[src/rtl/fetch_stage.sv]
// Instruction-fetch stage: PC, instruction-memory request, skid buffer and IF/ID register.
// Optional FETCH_PERF_EN adds saturating fetch/bubble counters (perf_fetched, perf_bubbles).
module fetch_stage #(
    parameter int unsigned            PC_WIDTH = 32,
    parameter logic [PC_WIDTH-1:0]    RESET_PC = '0
) (
    input  logic                clk,
    input  logic                rst_n,
    input  logic                stall,
    input  logic                branch_taken,
    input  logic [PC_WIDTH-1:0] branch_target,
    output logic                imem_req,
    output logic [PC_WIDTH-1:0] imem_addr,
    input  logic                imem_ack,
    input  logic [31:0]         imem_rdata,
    output logic                if_id_valid,
    output logic [31:0]         if_id_instr,
    output logic [PC_WIDTH-1:0] if_id_pc4,
    output logic [5:0]          opcode
`ifdef FETCH_PERF_EN
    ,
    output logic [31:0]         perf_fetched,
    output logic [31:0]         perf_bubbles
`endif
);

    typedef enum logic [1:0] {BOOT, FETCH, HOLD} state_t;

    localparam logic [PC_WIDTH-1:0] PC_STEP = PC_WIDTH'(4);

    state_t                r_state;
    logic                  r_req;
    logic [PC_WIDTH-1:0]   r_pc;
    logic                  r_if_valid;
    logic [31:0]           r_if_instr;
    logic [PC_WIDTH-1:0]   r_if_pc4;
    logic                  r_skid_vld;
    logic [31:0]           r_skid_instr;
    logic [PC_WIDTH-1:0]   r_skid_pc4;

    logic [PC_WIDTH-1:0]   w_pc4;
    logic                  w_flush;
    logic                  w_ld_valid;
    logic                  w_ld_bubble;

    assign w_pc4 = r_pc + PC_STEP;

    // Flush wins over stall and ack; BOOT ignores branches entirely.
    always_comb begin
        w_flush     = 1'b0;
        w_ld_valid  = 1'b0;
        w_ld_bubble = 1'b0;
        if (r_state != BOOT) begin
            w_flush     = branch_taken;
            w_ld_bubble = branch_taken ||
                          (r_state == FETCH && !imem_ack && !stall);
            w_ld_valid  = !branch_taken && !stall &&
                          ((r_state == FETCH && imem_ack) || r_state == HOLD);
        end
    end

    always_ff @(posedge clk or negedge rst_n) begin
        if (!rst_n) begin
            r_state      <= BOOT;
            r_req        <= 1'b0;
            r_pc         <= RESET_PC;
            r_if_valid   <= 1'b0;
            r_if_instr   <= '0;
            r_if_pc4     <= '0;
            r_skid_vld   <= 1'b0;
            r_skid_instr <= '0;
            r_skid_pc4   <= '0;
        end else begin
            if (w_ld_bubble) begin
                r_if_valid <= 1'b0;
                r_if_instr <= '0;
            end else if (w_ld_valid) begin
                if (r_state == HOLD) begin
                    r_if_valid <= r_skid_vld;
                    r_if_instr <= r_skid_instr;
                    r_if_pc4   <= r_skid_pc4;
                end else begin
                    r_if_valid <= 1'b1;
                    r_if_instr <= imem_rdata;
                    r_if_pc4   <= w_pc4;
                end
            end

            case (r_state)
                BOOT: begin
                    r_state <= FETCH;
                    r_req   <= 1'b1;
                end
                FETCH: begin
                    if (w_flush) begin
                        r_pc <= branch_target;
                    end else if (imem_ack && !stall) begin
                        r_pc <= w_pc4;
                    end else if (imem_ack && stall) begin
                        r_skid_vld   <= 1'b1;
                        r_skid_instr <= imem_rdata;
                        r_skid_pc4   <= w_pc4;
                        r_state      <= HOLD;
                        r_req        <= 1'b0;
                    end
                end
                HOLD: begin
                    if (w_flush) begin
                        r_pc       <= branch_target;
                        r_skid_vld <= 1'b0;
                        r_state    <= FETCH;
                        r_req      <= 1'b1;
                    end else if (!stall) begin
                        r_pc       <= w_pc4;
                        r_skid_vld <= 1'b0;
                        r_state    <= FETCH;
                        r_req      <= 1'b1;
                    end
                end
                default: begin
                    r_state <= BOOT;
                    r_req   <= 1'b0;
                end
            endcase
        end
    end

`ifdef FETCH_PERF_EN
    logic [31:0] r_perf_fetched;
    logic [31:0] r_perf_bubbles;

    always_ff @(posedge clk or negedge rst_n) begin
        if (!rst_n) begin
            r_perf_fetched <= '0;
            r_perf_bubbles <= '0;
        end else begin
            if (w_ld_valid && r_perf_fetched != '1)
                r_perf_fetched <= r_perf_fetched + 32'd1;
            if (w_ld_bubble && r_perf_bubbles != '1)
                r_perf_bubbles <= r_perf_bubbles + 32'd1;
        end
    end

    assign perf_fetched = r_perf_fetched;
    assign perf_bubbles = r_perf_bubbles;
`endif

    assign imem_req    = r_req;
    assign imem_addr   = r_pc;
    assign if_id_valid = r_if_valid;
    assign if_id_instr = r_if_instr;
    assign if_id_pc4   = r_if_pc4;
    assign opcode      = r_if_instr[31:26];

endmodule

[config.mk]
export PLATFORM = sky130hd
export DESIGN_NAME = fetch_stage
export DESIGN_NICKNAME = d
export VERILOG_FILES = /design/src/rtl/fetch_stage.sv
export SDC_FILE = /design/constraint.sdc
export NUM_CORES = 1
export LEC_CHECK = 0
export ABC_AREA = 1
export CAP_MARGIN = 20
export CORE_MARGIN = 4
export CORE_UTILIZATION = 45
export CTS_BUF_LIST = sky130_fd_sc_hd__clkbuf_16
export CTS_CLUSTER_SIZE = 8
export DETAILED_ROUTE_END_ITERATION = 7
export PLACE_DENSITY_LB_ADDON = 0.15
export SLEW_MARGIN = 20
export SYNTH_ARGS = -nofsm -noshare
export SYNTH_HDL_FRONTEND = slang
export SYNTH_SLANG_ARGS = --single-unit
[constraint.sdc]
create_clock -name clk -period 1.9 [get_ports clk]
set_input_delay 0.285 -clock clk [delete_from_list [all_inputs] [get_ports clk]]
set_output_delay 0.285 -clock clk [all_outputs]
set_load 0.01 [all_outputs]
==> results of run 1 <==
## flip-flops by register name (all words and copies together) (netlist names)
register and cells:
if_id_instr 32, if_id_pc4 32, if_id_valid 1, imem_addr 32, imem_req 1, r_skid_instr 32, r_skid_pc4 32, r_skid_vld 1
r_state 1
## area by class of cell
type | instances | area (um2) | area share [%]
multi-input cells | 765 | 3585 | 32.20
diodes | 1 | 2.502 | 0.02248
inverters | 72 | 270.3 | 2.428
flip-flops and latches | 164 | 4104 | 36.86
clock inverters | 15 | 133.9 | 1.203
clock buffers | 17 | 425.4 | 3.821
repair buffers | 227 | 2326 | 20.89
well taps | 229 | 286.5 | 2.574
## cells in the mapped netlist, drive strengths merged
cell type / instances
a21oi: 38
a31oi: 1
and2: 1
buf: 40
clkbuf: 20
dfrtp: 164
ha: 5
inv: 72
mux2i: 25
nand2: 378
nand3: 77
nand3b: 2
nor2: 108
o211ai: 4
o21ai: 114
o31ai: 5
xnor2: 3
xor2: 4
## per-stage QoR
step / setup TNS (ns) / total power [mW] / hold WS [ns] / utilization (%)
final: 0 / 17.59 / 0.3688 / 61.98
after detailed placement: -0.09554 / 14.17 / 0.2604 / 58.45
after floorplan: 0 / 10.38 / -0.01059 / -
after global placement: 0 / 14.03 / 0.2623 / 58.45
after global routing: 0 / 18.95 / 0.3926 / 61.98
after CTS: 0 / 17.58 / 0.3728 / 61.63
## path summary, 6_finish.rpt
kind | start | end | slack, ns | depth (start not counted)
setup / recovery | imem_addr[8]$_DFFE_PN0P_ | imem_addr[8] | 0.06 | 2
hold / removal | rst_n | r_skid_instr[28]$_DFFE_PN0P_ | 0.37 | 2
setup reg to reg | r_state[1]$_DFFE_PN0P_ | if_id_instr[4]$_DFFE_PN0P_ | 0.16 | 8
hold reg to reg | if_id_pc4[24]$_DFFE_PN0P_ | if_id_pc4[24]$_DFFE_PN0P_ | 0.48 | 2
max in group asynchronous | rst_n | imem_addr[10]$_DFFE_PN0P_ | 0.91 | 3
min in group clk | imem_rdata[4] | r_skid_instr[4]$_DFFE_PN0P_ | 0.42 | 3
## cell families after synthesis
kind of cell               after synthesis  synth area share [%]
and+or+nand+nor                        566                 27.73
DFF                                    164                 49.94
AOI/OAI and AO/OA                      162                 10.58
buffers and inverters                  132                 7.202
muxes                                   25                 3.045
xor gates and xnor gates                 7                0.7461
adders and majority gates                5                0.7613
## critical path, stage by stage (launching register included)
cell	delay [ns]
dfrtp_1	0.39
buf_4	0.14
clkdlybuf4s50_1	0.59
## power groups by stage
stage          Clock, mW  Sequential, mW  Combinational (mW)
2_1_floorplan          0            6.22                4.16
3_3_place_gp           0            6.06                7.97
3_5_place_dp           0            6.06                8.11
4_1_cts             3.39            6.02                8.17
5_1_grt             3.56            6.24                9.15
6_report            3.35            6.04                8.20
## routing by layer
metal / routed length, um / vias to the layer above / GRT usage, %
met2: 10420 / 203 / 34.59
met1: 10940 / 3533 / 33.23
met3: 1386 / 26 / 4.889
li1: - / 3754 / -
met5: 0 / - / 0
met4: 395 / 0 / 6.153
## repair_timing
action	4_1_cts	5_1_grt
buffers inserted	0	1
endpoints found under the hold margin	43	0
resized for setup	1	19
setup endpoints to repair	6	103
hold buffers	1	0
cloned	0	0
pin swaps	0	1
==> metrics.txt, run 1 <==
Post-Synthesis Cells=1061; Synth Net Count=1135; Worst-Margin Slew=0.4789 ns; die area=20490 um2; Die X=143.1 um; hold crit path type=in2async; Setup Viol. Count Final=0; core area=17960 um2; library cells used by synthesis=28; RSZ-0062 raised after global routing=no; commonest cells after routing, fill and taps aside=373 x nand2_1, 171 x clkdlybuf4s50_1, 164 x dfrtp_1, 104 x o21ai_0, 96 x nor2_1; CP startpoint kind=flop; Comb power frac=46.6%; Max Cap Viol=0; Post-Syn Area=8218 um2; Worst Clk Skew=0.01190 ns; Avg Cell Area, Syn=7.745 um2; CTS clk-pin slew, worst paths=0.07 ns; Nets=1321; Fmax=544.4 MHz; Starting Density=45.75%; Ys Warns=0; vias in the first global route=7091; htree depth=4; pwr/cell area=1580 nW/um2; Finished Layout Cells=1490; Net Sw Frac=40.33%; CTS tree=yes; placed inst area=10500 um2; DR vias=7516; GRT Util Overall=22.80%; placed cell count=1455; share of layout cells above drive strength 1=9.365%; top post-synthesis cells by area=dfrtp_1 50%, nand2_1 17%, o21ai_0 6.4%; I/O Buffers=172; Hold Fails Final Rpt=0; Routed WL=23140 um; DR iter-0 viols=598; initial antenna violation count=1; Rows=49; pin count of the biggest net entering global routing=50; Max FO, Critical Path=3; Num CTS Buffers=17; Final min period=1.837 ns; Clock Path Buffers=2; clock root cell=clkbuf_16; Sequential Power Share=34.3%; status=finished clean; Synth Register Bits=164; Die Height=143.1 um; Leak Pwr=5.332 nW; clock power share=19.0%; final slew viol count=0; wire length of the first global-routing pass=37160 um; most common cell after layout, fill and taps aside=nand2_1; internal power=10.50 mW; vias per inst=5.044; DR WL/cell=15.53 um; # IOs=173; Area Growth Syn to Fin=35.48%; fin crit share=96.68%; total grt overflow=0; antenna viol nets, final=0; arrival time of the worst setup path=1.55 ns; Yosys top cell by area=dfrtp_1; sequential element share of the synthesized area=49.94%; first-pass iteration count of the detailed router=5; clk sinks=164; Fillers=1627; Rel. slew slack=68.07%; dpl ws=-0.03735 ns; design area=11130 um2; CP Capture Type=output port; CP Data Required Time=1.62 ns; worst setup margin=0.06315 ns; area share of the largest cell type after synthesis=49.94%; placed wire-length estimate=15950 um; routability cong.=0.8930; Residual DRC=0; Net Sw Power=7.095 mW; Max VDD drop=1.064 mV; Crit Path Class=reg2out; Clk Latency, worst-skew pair=0.43 ns
(Power assumes the default switching activity.)
==> run 2: changes to the inputs <==
CAP_MARGIN = unset   (was 20)
==> results of run 2 <==
The final DEF is identical to that of run 1; final timing and power are the same.
==> run 3: changes to the inputs <==
GPL_ROUTABILITY_DRIVEN = 0   (was unset)
HOLD_SLACK_MARGIN = 0.06   (was unset)
==> results of run 3 <==
The final DEF is identical to that of run 1; final timing and power are the same.
